### src/rtl/any1_pkg.sv
// Shared types for the any1 memory-access sequencer.
package any1_pkg;

  typedef enum logic [1:0] {
    Byte  = 2'd0,
    Wyde  = 2'd1,
    Tetra = 2'd2,
    Octa  = 2'd3
  } mem_size_e;

  typedef enum logic [2:0] {
    StIdle,
    StAgen,
    StAcc1,
    StAcc2,
    StFin
  } memsm_state_e;

endpackage

### src/rtl/any1_mem_align.sv
// Byte-lane alignment: lane mask and store shift for a given offset, and load shift plus
// sign/zero extension of the returned 128-bit window.
module any1_mem_align
  import any1_pkg::*;
(
  input  mem_size_e    sz,
  input  logic [2:0]   ofs,
  input  logic         sx,
  input  logic [63:0]  st_dat,
  input  logic [127:0] ld_dat,
  output logic [15:0]  mask,
  output logic [127:0] st_data,
  output logic [63:0]  ld_res
);

  logic [63:0] shifted;

  always_comb begin
    unique case (sz)
      Byte:    mask = 16'h0001 << ofs;
      Wyde:    mask = 16'h0003 << ofs;
      Tetra:   mask = 16'h000f << ofs;
      default: mask = 16'h00ff << ofs;
    endcase
  end

  assign st_data = {64'd0, st_dat} << {ofs, 3'b000};
  assign shifted = 64'(ld_dat >> {ofs, 3'b000});

  always_comb begin
    unique case (sz)
      Byte:    ld_res = {{56{sx & shifted[7]}}, shifted[7:0]};
      Wyde:    ld_res = {{48{sx & shifted[15]}}, shifted[15:0]};
      Tetra:   ld_res = {{32{sx & shifted[31]}}, shifted[31:0]};
      default: ld_res = shifted;
    endcase
  end

endmodule

### src/rtl/any1_memsm.sv
// Memory-access sequencer: runs one or two bus cycles per element, returns aligned load data
// and steps the agen through vector elements.
module any1_memsm
  import any1_pkg::*;
#(
  parameter int unsigned AWID = 32,
  parameter int unsigned TMO  = 255
) (
  input  logic            clk,
  input  logic            rst,
  input  logic            req_i,
  output logic            rdy_o,
  input  logic            we_i,
  input  logic [1:0]      sz_i,
  input  logic            sx_i,
  input  logic [63:0]     dat_i,
  input  logic [5:0]      vl_i,
  input  logic [AWID-1:0] ea_i,
  output logic [5:0]      step_o,
  output logic            done_o,
  output logic            last_o,
  output logic [63:0]     res_o,
  output logic            err_o,
  output logic            cyc_o,
  output logic            stb_o,
  output logic            we_o,
  output logic [7:0]      sel_o,
  output logic [AWID-1:0] adr_o,
  output logic [63:0]     dat_o,
  input  logic            ack_i,
  input  logic            berr_i,
  input  logic [63:0]     dat_bi
);

  localparam int unsigned TW = $clog2(TMO + 1);

  memsm_state_e    state_q, state_d;
  logic            we_q, we_d, sx_q, sx_d;
  mem_size_e       sz_q, sz_d;
  logic [63:0]     dat_q, dat_d;
  logic [5:0]      vl_q, vl_d, step_q, step_d;
  logic [2:0]      ofs_q, ofs_d;
  logic            split_q, split_d;
  logic [7:0]      sel_hi_q, sel_hi_d;
  logic [63:0]     dat_hi_q, dat_hi_d;
  logic [63:0]     lo_q, lo_d, hi_q, hi_d;
  logic            err_q, err_d;
  logic [TW-1:0]   tmo_q, tmo_d;
  logic            cyc_q, cyc_d, stb_q, stb_d, bwe_q, bwe_d;
  logic [7:0]      sel_q, sel_d;
  logic [AWID-1:0] adr_q, adr_d;
  logic [63:0]     bdat_q, bdat_d;

  logic [2:0]      align_ofs;
  logic [15:0]     mask;
  logic [127:0]    st_data;
  logic [63:0]     ld_res;
  logic            last;
  logic            timeout;

  // Offset comes straight from the agen while computing lanes, from the latch afterwards.
  assign align_ofs = (state_q == StAgen) ? ea_i[2:0] : ofs_q;

  any1_mem_align u_align (
    .sz      (sz_q),
    .ofs     (align_ofs),
    .sx      (sx_q),
    .st_dat  (dat_q),
    .ld_dat  ({hi_q, lo_q}),
    .mask    (mask),
    .st_data (st_data),
    .ld_res  (ld_res)
  );

  // vl of 0 compares like 1, so no special case is needed.
  assign last    = err_q || (({1'b0, step_q} + 7'd1) >= {1'b0, vl_q});
  assign timeout = !ack_i && (tmo_q == TW'(TMO - 1));

  always_comb begin
    state_d  = state_q;
    we_d     = we_q;
    sx_d     = sx_q;
    sz_d     = sz_q;
    dat_d    = dat_q;
    vl_d     = vl_q;
    step_d   = step_q;
    ofs_d    = ofs_q;
    split_d  = split_q;
    sel_hi_d = sel_hi_q;
    dat_hi_d = dat_hi_q;
    lo_d     = lo_q;
    hi_d     = hi_q;
    err_d    = err_q;
    tmo_d    = tmo_q;
    cyc_d    = cyc_q;
    stb_d    = stb_q;
    bwe_d    = bwe_q;
    sel_d    = sel_q;
    adr_d    = adr_q;
    bdat_d   = bdat_q;
    unique case (state_q)
      StIdle: begin
        if (req_i) begin
          we_d    = we_i;
          sz_d    = mem_size_e'(sz_i);
          sx_d    = sx_i;
          dat_d   = dat_i;
          vl_d    = vl_i;
          step_d  = 6'd0;
          err_d   = 1'b0;
          state_d = StAgen;
        end
      end
      StAgen: begin
        ofs_d    = ea_i[2:0];
        split_d  = |mask[15:8];
        sel_hi_d = mask[15:8];
        dat_hi_d = st_data[127:64];
        cyc_d    = 1'b1;
        stb_d    = 1'b1;
        bwe_d    = we_q;
        adr_d    = {ea_i[AWID-1:3], 3'b000};
        sel_d    = mask[7:0];
        bdat_d   = st_data[63:0];
        tmo_d    = '0;
        state_d  = StAcc1;
      end
      StAcc1, StAcc2: begin
        if (berr_i || timeout) begin
          err_d   = 1'b1;
          cyc_d   = 1'b0;
          stb_d   = 1'b0;
          state_d = StFin;
        end else if (ack_i) begin
          if (state_q == StAcc1) lo_d = dat_bi;
          else hi_d = dat_bi;
          if (state_q == StAcc1 && split_q) begin
            adr_d   = adr_q + AWID'(8);
            sel_d   = sel_hi_q;
            bdat_d  = dat_hi_q;
            tmo_d   = '0;
            state_d = StAcc2;
          end else begin
            cyc_d   = 1'b0;
            stb_d   = 1'b0;
            state_d = StFin;
          end
        end else begin
          tmo_d = tmo_q + TW'(1);
        end
      end
      StFin: begin
        err_d = 1'b0;
        if (last) begin
          state_d = StIdle;
        end else begin
          step_d  = step_q + 6'd1;
          state_d = StAgen;
        end
      end
      default: state_d = StIdle;
    endcase
  end

  always_ff @(posedge clk or posedge rst) begin
    if (rst) begin
      state_q  <= StIdle;
      we_q     <= 1'b0;
      sx_q     <= 1'b0;
      sz_q     <= Byte;
      dat_q    <= '0;
      vl_q     <= '0;
      step_q   <= '0;
      ofs_q    <= '0;
      split_q  <= 1'b0;
      sel_hi_q <= '0;
      dat_hi_q <= '0;
      lo_q     <= '0;
      hi_q     <= '0;
      err_q    <= 1'b0;
      tmo_q    <= '0;
      cyc_q    <= 1'b0;
      stb_q    <= 1'b0;
      bwe_q    <= 1'b0;
      sel_q    <= '0;
      adr_q    <= '0;
      bdat_q   <= '0;
    end else begin
      state_q  <= state_d;
      we_q     <= we_d;
      sx_q     <= sx_d;
      sz_q     <= sz_d;
      dat_q    <= dat_d;
      vl_q     <= vl_d;
      step_q   <= step_d;
      ofs_q    <= ofs_d;
      split_q  <= split_d;
      sel_hi_q <= sel_hi_d;
      dat_hi_q <= dat_hi_d;
      lo_q     <= lo_d;
      hi_q     <= hi_d;
      err_q    <= err_d;
      tmo_q    <= tmo_d;
      cyc_q    <= cyc_d;
      stb_q    <= stb_d;
      bwe_q    <= bwe_d;
      sel_q    <= sel_d;
      adr_q    <= adr_d;
      bdat_q   <= bdat_d;
    end
  end

  assign rdy_o  = (state_q == StIdle);
  assign step_o = step_q;
  assign done_o = (state_q == StFin);
  assign last_o = done_o && last;
  assign err_o  = done_o && err_q;
  assign res_o  = (done_o && !we_q && !err_q) ? ld_res : 64'd0;
  assign cyc_o  = cyc_q;
  assign stb_o  = stb_q;
  assign we_o   = bwe_q;
  assign sel_o  = sel_q;
  assign adr_o  = adr_q;
  assign dat_o  = bdat_q;

endmodule

### config.mk
export PLATFORM = sky130hd
export DESIGN_NAME = any1_memsm
export DESIGN_NICKNAME = d
export VERILOG_FILES = /design/src/rtl/any1_pkg.sv /design/src/rtl/any1_mem_align.sv /design/src/rtl/any1_memsm.sv
export SDC_FILE = /design/constraint.sdc
export NUM_CORES = 1
export LEC_CHECK = 0
export CAP_MARGIN = 20
export CELL_PAD_IN_SITES_DETAIL_PLACEMENT = 1
export CELL_PAD_IN_SITES_GLOBAL_PLACEMENT = 1
export CORE_UTILIZATION = 45
export DETAILED_ROUTE_END_ITERATION = 7
export GPL_TIMING_DRIVEN = 0
export HOLD_SLACK_MARGIN = 0.08
export PLACE_DENSITY = 0.88
export SLEW_MARGIN = 20
export SYNTH_ARGS = -nofsm -noshare
export SYNTH_HDL_FRONTEND = slang
export SYNTH_SLANG_ARGS = --single-unit
### constraint.sdc
create_clock -name clk -period 31.7 [get_ports clk]
set_clock_uncertainty 0.05 [all_clocks]
set_input_delay 7.925 -clock clk [delete_from_list [all_inputs] [get_ports clk]]
set_output_delay 7.925 -clock clk [all_outputs]
set_load 0.005 [all_outputs]
==> results of run 1 <==
kinds of logic (layout without fill, tap and decap cells):
group | count (synthesis) | in the layout
flops | 382 | 382
fa+ha+maj | 13 | 13
xor+xnor | 7 | 7
compound gates | 485 | 485
other cells | 1 | 3
buf+inv | 200 | 630
simple gates | 678 | 678
mux | 395 | 395
layout make-up:
| type | instances | area share [%] |
|---|---|---|
| Multi-Input combinational cell | 1581 | 39.2 |
| Sequential cell | 382 | 36.0 |
| Clock inverter | 11 | 0.495 |
| Clock buffer | 64 | 4.73 |
| Tap cell | 600 | 2.83 |
| Inverter | 23 | 0.353 |
| Buffer | 177 | 2.76 |
| Timing Repair Buffer | 355 | 13.6 |
power groups by stage:
stage	Clock, mW	Sequential, mW	Combinational [mW]
final	0.512	0.976	1.91
after global routing	0.528	0.988	1.98
after CTS	0.513	0.961	1.85
after detailed placement	0	0.965	1.83
after global placement	0	0.947	1.77
after floorplan	0	0.859	1.06
metrics by stage:
stage / std cells / hold WS, ps / util, %
3_3_place_gp: 3115 / 413 / 55.1
5_1_grt: 3193 / 460 / 58.4
2_1_floorplan: 2163 / 389 / -
4_1_cts: 3193 / 434 / 58.4
3_5_place_dp: 3118 / 421 / 55.3
6_report: 3193 / 434 / 58.4
registers in the layout, indices dropped and copies added (netlist names):
register / count
stb_o: 1
we_q: 1
hi_q: 56
split_q: 1
sx_q: 1
vl_q: 6
dat_hi_q: 56
adr_o: 29
lo_q: 64
ofs_q: 3
err_q: 1
step_o: 6
sel_hi_q: 7
sz_q: 2
we_o: 1
sel_o: 8
dat_q: 64
dat_o: 64
state_q: 3
tmo_q: 8
worst reg2reg max path, stage by stage, from the launching register on:
cell and delay (ps):
dfrtp_1 360, buf_2 170, or3b_1 380, buf_2 180
mux2i_4 210, inv_2 160, buf_2 290, buf_1 800
clkbuf_1 850, a31oi_1 420, mux2i_1 400, o21ai_0 120
worst max path at each step:
| stage | end | slack [ps] |
|---|---|---|
| 3_5_place_dp | res_o[1] | 11710 |
| 4_1_cts | res_o[1] | 11680 |
| 6_report | res_o[2] | 11580 |
| 5_1_grt | res_o[1] | 11480 |
| 3_3_place_gp | dat_q[4] | 8520 |
| 2_1_floorplan | adr_o[10] | 13110 |
metal layers:
layer	GRT usage, %	part of all wire [%]	vias to the layer above
met2	72.0	47	1315
met4	24.4	6.3	4
met3	9.41	8.6	363
li1	-	-	8551
met1	51.9	38	10800
met5	0	0.026	-
Yosys cell counts, drive strengths merged, types with 42 or more instances:
master / n / area (um^2)
dfrtp: 382 / 9560
nand2: 352 / 1320
mux2: 197 / 2220
mux2i: 196 / 1970
nor2: 173 / 652
a21oi: 134 / 682
o21ai: 123 / 616
clkbuf: 121 / 454
buf: 56 / 275
and3: 53 / 332
nand3: 51 / 255
o22ai: 42 / 263
==> metrics, run 1 <==
average size of a mapped cell roughly 9.6 um^2; Critical Path Source Type input port; overall power of the completed layout 3.40 mW; Clk pwr share between 15 and 20%; number of post-CTS setup repair buffers 0; initial core utilization 45.7%; areal power density over the cells 128 nW/um^2; setup slack after layout 11580 ps; number of fill cells 5090; leading register cell type out of synthesis dfrtp_1; slowest library cell on the worst path clkbuf_1; most common cell after layout, fill and taps aside dfrtp_1; clk buf depth 3; largest net degree at the start of global routing about 110; post-route cell area approximately 27000 um^2; worst reg-to-reg setup slack 27170 ps; iteration count of the initial detailed-routing pass 8; post-CTS clock slew at the launch and capture registers of the worst setup and hold paths roughly 60 ps; dominant combinational cell family by area after synthesis multiplexers; peak clock frequency supported by timing 0.0497 GHz; critical path capture point type output port; sequential group share of total power 28.7%; setup_tns 0 ps; worst reg2reg path startpoint state_q[1]; residual antenna-violating net count after detailed routing 0; post-route DRC violation count 0; Place WS 11710 ps; total net switching power about 1.7 mW; Max stage delay on crit path around 730 ps; synthesized-area fraction occupied by adder cells 0.746%; hold_buf cts 0; max cap viols 0; Sinks on Clock Net about 380; Yosys cell types 65; switching fraction of total power 49.9%; half-perimeter wire length after detailed placement 76000 um; clock tree from TritonCTS done; Final min period a little over 20000 ps; WL per Instance 32.1 um; CTS H-Tree Depth 2; Post-synth ARST share 100%; synth-to-layout area growth 27.7%; highest-count cells in the layout ignoring fill and taps dfrtp_1, nand2_1, clkdlybuf4s50_1; leftover overflow at the end of global routing 0; class of the most critical setup path input port to output port; post_cts resized 0; Die Span X 217 um; Core Footprint 45500 um^2; Req. time, crit path approximately 24000 ps; Final #Nets 2749; register cell area after layout about 9600 um^2; setup repair after global routing missed its margin false; synthesized-area fraction occupied by ao, oa, aoi and oai cells about 15%; count of endpoints failing hold in the final timing report 0; area occupied by multi-input gates 10400 um^2; synthesized instance count ~2200; count of buffer and inverter cells on the critical path 7; # port buffers between 300 and 400; largest fanout on the critical path 10; Worst EP arrival 12150 ps; worst setup path startpoint ea_i[0]; multiplexer share of the synthesized area 20.4%; Antenna diodes 0; netlist area before placement 20800 um^2; number of top-level pins about 360; DRT Wirelength 103000 um; Worst Hold Launch sel_hi_q[3]; Hold/Removal Path Class register to register; post-DR vias/cell 6.57; total track usage 43.3%; Placed Instance Area 25200 um^2; status completed; vias in the first global route 22100; max_slew headroom 18.6%; fraction of layout cells with a size suffix above 1 12.0%; total internal power 1.70 mW; number of antenna violations at the first check in global routing 2; endpoint of the worst hold path sel_hi_q[3]; FF-to-FF path depth 11; capture instance of the worst register-to-register path dat_o[56]; cell at the root of the clock tree clkbuf_16; initial detailed-routing violation count 2322; cells along the critical path clkdlybuf4s50_1 -> and4bb_2 -> a21oi_4 -> inv_2 -> buf_2 -> clkbuf_1 -> clkbuf_1 -> buf_1 -> nand2_1 -> nand3_1 -> a21oi_1 -> clkdlybuf4s50_1; number of flops mapped to enable cells by yosys 0; combinational fraction of design power 56.2%; Levels on crit path 12; final clock period utilization by the worst path 63.5%; via count between 20000 and 25000; Die Height around 220 um; num rows 78; hold path depth 2; source-to-sink clock delay at the later pin of the worst-skew pair 600 ps; synthesized flop and latch total approximately 380; setup-violating endpoint count in the final report 0; Yosys warnings 0; share of synthesized area occupied by flip-flops and latches 46.0%; leakage power of the design 11.6 nW; Top delay family on crit path buffers and inverters; DIE AREA about 47000 um^2; maximum vdd drop 0.0689 mV; Synth Area in Simple Gates 13.8%; global-route wire length before repair ~150000 um; Placer Congestion ~1; final slew viol count 0; cts bufs inserted 44; transition time at the pin with the least slew margin ~1200 ps; post-synthesis xor/xnor area fraction 0.295%
Power figures use the tool's default switching activity.
==> inputs of run 2 (changes only) <==
Settings changed: CORE_UTILIZATION 45 to 37, PLACE_DENSITY 0.88 to 0.78.
Clock period 31.7 ns to 18.5 ns, I/O delays scaled along.
==> metrics, run 2 (synthesized netlist as in run 1, its figures left out) <==
initial detailed-routing violation count 1746; Place WS roughly 5300 ps; WL per Instance 30.0 um; Final min period 13360 ps; hold path depth 2; critical path capture point type output port; final clock period utilization by the worst path 72.2%; post-CTS clock slew at the launch and capture registers of the worst setup and hold paths 60 ps; Req. time, crit path approximately 14000 ps; DRT Wirelength 100000 um; most common cell after layout, fill and taps aside dfrtp_1; # port buffers 352; global-route wire length before repair 145000 um; Die Height 239 um; total track usage 35.0%; Sinks on Clock Net 382; clk buf depth 3; areal power density over the cells approximately 220 nW/um^2; number of antenna violations at the first check in global routing 0; iteration count of the initial detailed-routing pass 6; Hold/Removal Path Class register to register; peak clock frequency supported by timing 0.0748 GHz; number of top-level pins around 360; setup-violating endpoint count in the final report 0; max_slew headroom 16.4%; number of post-CTS setup repair buffers 0; DIE AREA 57100 um^2; largest net degree at the start of global routing roughly 100; Die Span X between 200 and 250 um; via count 20100; sequential group share of total power 28.3%; maximum vdd drop 0.0954 mV; cts bufs inserted 46; setup repair after global routing missed its margin false; Worst EP arrival 8690 ps; Core Footprint between 50000 and 60000 um^2; final slew viol count 0; half-perimeter wire length after detailed placement 75200 um; post-route DRC violation count 0; leftover overflow at the end of global routing 0; source-to-sink clock delay at the later pin of the worst-skew pair 600 ps; switching fraction of total power 48.7%; post-DR vias/cell 5.99; count of endpoints failing hold in the final timing report 0; Critical Path Source Type input port; vias in the first global route 21100; Hold Slack 438 ps; FF-to-FF path depth 11; CTS H-Tree Depth 2; highest-count cells in the layout ignoring fill and taps dfrtp_1, nand2_1, clkdlybuf4s50_1; Final #Nets 2752; initial core utilization 37.6%; leakage power of the design 11.7 nW; largest fanout on the critical path 10; post_cts resized 0; clock tree from TritonCTS done; Non-Filler Instances 3350; num rows 86; number of placed instances, taps included 3266; combinational fraction of design power between 50% and 60%; cell at the root of the clock tree clkbuf_16; setup slack after layout 5140 ps; Placer Congestion 1.00; hold_buf cts 0; fraction of layout cells with a size suffix above 1 between 10% and 20%; status completed; class of the most critical setup path input port to output port; setup_tns 0 ps; Antenna diodes 0; Clk pwr share between 15 and 20%; max cap viols 0; synth-to-layout area growth 29.8%; total net switching power roughly 2.9 mW; total internal power 3.01 mW; residual antenna-violating net count after detailed routing 0; transition time at the pin with the least slew margin 1240 ps; final design utilization around half
-- run 2: cell count changes in the layout (fill, tap and decap cells not counted), sizes merged --
cell / previous run / this run
buf: 59 / 60
bufinv: 2 / 6
clkbuf: 185 / 188
clkinv: 6 / 4
clkinvlp: 3 / 4
inv: 23 / 25
-- run 2: power by group through the flow --
stage	Clock (mW)	Sequential (mW)	Combinational, mW
global route	1.02	1.69	3.38
CTS	0.988	1.65	3.16
global placement	0	1.63	3.05
detailed placement	0	1.66	3.13
finish	0.979	1.66	3.23
floorplan	0	1.47	1.82
-- run 2: final timing paths --
check                                  from           to  slack (ps)
worst min register to register  dat_hi_q[6]  dat_hi_q[6]         440
min in group asynchronous               rst     hi_q[20]        4510
worst max-delay path                ea_i[0]     res_o[1]        5140
worst min-delay path            dat_hi_q[6]  dat_hi_q[6]         440
worst max register to register   state_q[1]    dat_o[56]       14260
max in group asynchronous               rst     sel_o[1]       12410
-- run 2: metrics by stage --
step / total power [mW] / instance area (um^2)
after global placement: 4.69 / 25300
after detailed placement: 4.79 / 25300
after global routing: 6.10 / 27000
after CTS: 5.79 / 27000
after floorplan: 3.29 / 20800
final: 5.87 / 27000
-- run 2: critical path: stages --
cell and delay [ps]:
clkdlybuf4s50_1 590, and4bb_2 320, a21oi_4 70, inv_2 90, buf_2 250, clkbuf_1 400, clkbuf_1 730, buf_1 690
nand2_1 100, nand3_1 120, a21oi_1 190, clkdlybuf4s50_1 520
-- run 2: layout make-up --
type	count	area (um^2)
repair buffers	356	3620
clock buffers	67	1350
inverters	23	93.8
fillers	6238	28300
clock inverters	16	263
well taps	748	936
multi-input cells	1581	10400
flip-flops and latches	382	9560
plain buffers	177	729
-- run 2: layer usage --
metal / track usage [%] / wire [um] / share of wire [%]
met1: 44.5 / 40400 / 40
met2: 57.8 / 47400 / 47
met3: 5.88 / 7280 / 7.3
met4: 16.7 / 5300 / 5.3
met5: 0 / 0 / 0
==> RTL change 1, RTL diff (settings of run 1) <==
Set the parameter `AWID` to 16 (it was 32).
--- a/src/rtl/any1_memsm.sv
+++ b/src/rtl/any1_memsm.sv
@@ -3,7 +3,7 @@
 module any1_memsm
   import any1_pkg::*;
 #(
-  parameter int unsigned AWID = 32,
+  parameter int unsigned AWID = 16,
   parameter int unsigned TMO  = 255
 ) (
   input  logic            clk,
Ports: changed (resized adr_o and ea_i); port bits go from 356 to 324. No check against the original RTL was run, so the function may have changed too.
==> RTL change 1 against run 1 <==
Clock power shrank 6.6%. Total power shrank 6.6%. Worst setup slack gained 0.072 ns. Largest cell class unchanged. Area after synthesis shrank 3.8%. Global-route usage grew 0.35 points. Die area shrank 3.8%. Sequential cell count shrank 16. Hold slack gained 0.0053 ns. Count of clock-buffer cells in the layout shrank 4. Final area shrank 4.7%. Routed wire length shrank 3.7%. Synthesized cell count grew 2.1%. Via count shrank 2.5%. Critical path type unchanged. Final cell count shrank 0.13%.
==> RTL change 1: results (changes against run 1) <==
metric;value;unit;change
Mean Syn Cell Area;9.059;um2;-5.8%
largest net degree at the start of global routing;108;;+1.9%
H-tree levels;2;;unchanged
Clk Latency, worst-skew pair;0.60;ns;about the same
ys flop type;dfrtp_1;;
Peak VDD IR;0.05605;mV;-19%
GRT Overall Usage;43.62;%;+0.35 points
total number of vias;20456;;-2.5%
arrival time at the worst endpoint;12.08;ns;-0.07 ns
vias in the first global route;21308;;-3.7%
vias per std cell;6.415;;-2.4%
wire per inst;31.00;um;-3.5%
top post-synthesis cells by area;dfrtp_1, nand2_1, mux2i_1;;
Post-CTS Resized;0;;unchanged
Yosys cell types;68;;+4.6%
Synth async-reset ratio;100.0;%;unchanged
flop2flop setup slack;27.21;ns;+0.04 ns
RR Startpoint;state_q[1]$_DFFE_PP0P_;;
# fillers;4976;;-2.2%
gpl congestion;1.007;;-1.6%
Synth Area in Compound Gates;14.02;%;-0.79 points
Max transition margin;16.77;%;-1.9 points
buffer count from post-CTS setup fixing;0;;unchanged
leakage;11.38;nW;-2.1%
min-delay worst type;reg2reg;;
fraction of layout cells with a size suffix above 1;9.762;%;-2.2 points
first-pass GRT wire length;142.7;mm;-4.2%
sequential area share after synthesis;45.81;%;-0.17 points
crit-path max FO;10;;unchanged
number of instances in the placed design;3116;;-0.064%
CTS buffer count;41;;-6.8%
status;finished clean;;
DP Wirelength;72.98;mm;-3.9%
Synth Area in XOR/XNOR;0.3067;%;+0.012 points
Nets;2743;;-0.22%
RR Endpoint;dat_o[45]$_DFFE_PP0P_;;
Hold EP;dat_hi_q[5]$_DFFE_PP0P_;;
Reg clk slew, reported paths;0.06;ns;about the same
IO buf count;319;;-9.4%
initial antenna violation count;2;;unchanged
hold_sp;dat_hi_q[5]$_DFFE_PP0P_;;
DRT Pass-1 Iters;7;;-1
Initial DRC Count;2110;;-9.1%
hold path cells;2;;unchanged
mux contribution to synthesized area;16.87;%;-3.5 points
commonest cells in the synthesized netlist;nand2_1, dfrtp_1, mux2i_1;;
Synth Area in Adders;0.6759;%;-0.070 points
Synth warnings;0;;unchanged
Root Driver;clkbuf_16;;
FF-to-FF path depth;9;;-2
clk buf depth;3;;unchanged
RTL change 1: cell count changes in the layout (fill, tap and decap cells not counted), moves of 12 or more:
cell,run 1,this run
dfrtp_1,382,366
o22ai_1,42,30
nor2_1,172,142
mux2_2,195,121
mux2i_1,195,176
a31oi_1,37,21
nand2_1,352,575
clkdlybuf4s50_1,352,319
nand3_1,51,39
RTL change 1: cells by family after synthesis:
family                   after synthesis
AO/OA/AOI/OAI                        442
adder cells (fa/ha/maj)               11
buffers and inverters                199
flip-flops                           366
multiplexers                         308
AND/OR/NAND/NOR                      873
XOR/XNOR                               7
other                                  1
RTL change 1: how the worst max path moves through the flow:
stage                 start               endpoint  slack [ns]  cells past startpoint
floorplan               rst  adr_o[10]$_DFFE_PP0P_       13.56                      1
global placement        rst   lo_q[12]$_DFFE_PP0P_        9.21                      2
detailed placement  ea_i[2]              res_o[54]       11.94                     10
CTS                 ea_i[2]              res_o[54]       11.91                     10
global route        ea_i[2]              res_o[54]       11.67                     10
finish              ea_i[2]              res_o[54]       11.65                     10
RTL change 1: power by group:
| group | leakage [nW] | total (mW) | switching (mW) | internal (mW) |
|---|---|---|---|---|
| Combinational | 6.14 | 1.79 | 1.17 | 0.619 |
| Sequential | 4.62 | 0.904 | 0.230 | 0.674 |
| Clock | 0.620 | 0.478 | 0.212 | 0.266 |
RTL change 1: layout make-up:
class / instances / share of cell area, %
Timing Repair Buffer: 322 / 12.95
Clock inverter: 11 / 0.4055
Tap cell: 585 / 2.893
Antenna cell: 2 / 0.01978
Sequential cell: 366 / 36.20
Multi-Input combinational cell: 1644 / 39.64
Inverter: 20 / 0.3264
Buffer: 179 / 2.913
Clock buffer: 60 / 4.658
RTL change 1: stage by stage:
stage	hold WS (ns)	cell area (um2)	setup WS [ns]	utilization (%)
3_5_place_dp	0.4223	24020	11.94	55.26
2_1_floorplan	0.3891	20000	13.56	-
4_1_cts	0.4358	25300	11.91	58.21
5_1_grt	0.4654	25300	11.67	58.23
6_report	0.4394	25300	11.65	58.23
3_3_place_gp	0.4045	23930	9.211	55.06
RTL change 1: routing by layer:
metal,wire (um),vias up,global-route usage (%)
met4,6270,0,25.30
li1,-,8473,-
met3,9356,352,9.737
met5,0,-,0
met1,37780,10286,54.30
met2,45450,1345,69.77
RTL change 1: critical path, cell delays in order:
cell and delay [ns]:
clkdlybuf4s50_1 0.55, nor4bb_1 0.28, clkbuf_1 0.47, a21oi_2 0.18
clkbuf_1 0.45, nand2_1 0.41, clkbuf_1 0.73, o22ai_1 0.30
nor2_1 0.23, clkdlybuf4s50_1 0.53
==> RTL change 2, RTL diff (settings of run 1) <==
Without the edit above. Re-encode `memsm_state_e` (5 states) as one-hot, 5 bits wide.
--- a/src/rtl/any1_pkg.sv
+++ b/src/rtl/any1_pkg.sv
@@ -8,12 +8,12 @@
     Octa  = 2'd3
   } mem_size_e;
 
-  typedef enum logic [2:0] {
-    StIdle,
-    StAgen,
-    StAcc1,
-    StAcc2,
-    StFin
+  typedef enum logic [4:0] {
+    StIdle = 5'b00001,
+    StAgen = 5'b00010,
+    StAcc1 = 5'b00100,
+    StAcc2 = 5'b01000,
+    StFin  = 5'b10000
   } memsm_state_e;
 
 endpackage
Formal check against the unedited RTL: no difference found for any inputs over 4 cycles, from zero or initial values and one cycle with rst high; so few cycles prove little.
==> RTL change 2 against run 1 <==
The run now ends with DRC left. Sequential cell count grew 2. Largest power group unchanged. Final area grew 2.5%. Worst setup slack lost 0.44 ns. Critical path depth grew 2. Register-to-register slack gained 0.19 ns. Area after synthesis grew 2.7%. Routed wire length grew 1.3%. Highest routed layer is now met4. Total power shrank 15%.
==> RTL change 2: results (changes against run 1) <==
metric;value;unit;change
status;complete, but fails checks;;
failing checks;DRC;;
Top Layer Used;met4;;
CTS buffer count;45;;+2.3%
DR DRC count;42;;+42
sequential area share after synthesis;44.99;%;-0.99 points
commonest cells in the synthesized netlist;dfrtp_1, mux2_2, nand2_1;;
gpl congestion;0.9957;;-2.7%
DP Wirelength;77.62;mm;+2.2%
CP startpoint;ea_i[1];;
Inverters excl. clock;19;;-17%
count of multi-input gates;1512;;-4.4%
M1 WL;39.82;mm;+2.9%
DRT Pass-1 Iters;7;;-1
top post-synthesis cells by area;dfrtp_1, mux2_2, mux2i_1;;
RR Endpoint;dat_o[41]$_DFFE_PP0P_;;
Synth Register Bits;384;;+0.52%
M3 GR Usage;8.406;%;-1.0 points
Non-clk bufs;526;;-1.1%
CP max stage delay;0.79;ns;+0.06 ns
FF-to-FF path depth;8;;-3
met2 WL post-DR;48.97;mm;+0.71%
hold_sp;dat_hi_q[47]$_DFFE_PP0P_;;
vias in the first global route;21914;;-0.95%
RR Startpoint;state_q[3]$_DFFE_PP0P_;;
dpl cell area;0.02574;mm2;+2.3%
largest net degree at the start of global routing;101;;-4.7%
Mean Syn Cell Area;10.25;um2;+6.5%
met2 Track Usage GR;70.31;%;-1.7 points
clkbuf count;63;;-1.6%
flop2flop setup slack;27.36;ns;+0.19 ns
Post-Syn Instances;2084;;-3.6%
buffer share of cell area;16.03;%;-0.32 points
fraction of area in multi-input gates;40.16;%;+0.91 points
number of instances in the placed design;3048;;-2.2%
==> RTL change 2: cell types whose count changed in the layout (fill, tap and decap cells not counted), sizes merged, moves of 14 or more <==
cell    before  now
a21oi      134  162
a31oi       37   16
clkbuf     185  170
mux2       197  231
and3        53   28
mux4         2   16
a211oi       4   32
a21o         2   19
mux2i      196  224
nand2      352  229
nor2       173  119
o22ai       42   17
==> RTL change 2: tightest hold or removal path, stage by stage (launching register included) <==
cell and delay (ns):
dfrtp_1 0.34, nand2_1 0.04, o21ai_0 0.06
==> RTL change 2: how the worst max path moves through the flow <==
stage	to	slack, ns	cells past startpoint
2_1_floorplan	adr_o[10]$_DFFE_PP0P_	13.06	1
3_3_place_gp	dat_o[14]$_DFFE_PP0P_	8.37	2
3_5_place_dp	res_o[3]	11.41	14
4_1_cts	res_o[3]	11.36	14
5_1_grt	res_o[6]	11.12	14
6_report	res_o[3]	11.14	14
==> RTL change 2: cells by family after synthesis <==
group / count (synthesis) / share of synthesized area (%)
multiplexers: 471 / 24.36
buffers and inverters: 190 / 3.890
adder cells (fa/ha/maj): 12 / 0.6795
AO/OA/AOI/OAI: 517 / 15.38
flip-flops: 384 / 44.99
AND/OR/NAND/NOR: 501 / 10.35
XOR/XNOR: 8 / 0.3281
other: 1 / 0.01756
==> RTL change 2: through the flow <==
stage	total power, mW	utilization [%]
after floorplan	1.614	-
after global placement	2.235	54.96
after global routing	2.976	58.35
after detailed placement	2.287	55.18
after CTS	2.833	58.35
final	2.891	58.35
==> RTL change 2: report_power, final <==
part | internal [mW] | total (mW) | leakage [nW] | switching [mW]
clock | 0.311 | 0.536 | 0.732 | 0.225
combinational | 0.565 | 1.46 | 6.33 | 0.893
sequential | 0.676 | 0.897 | 4.90 | 0.221
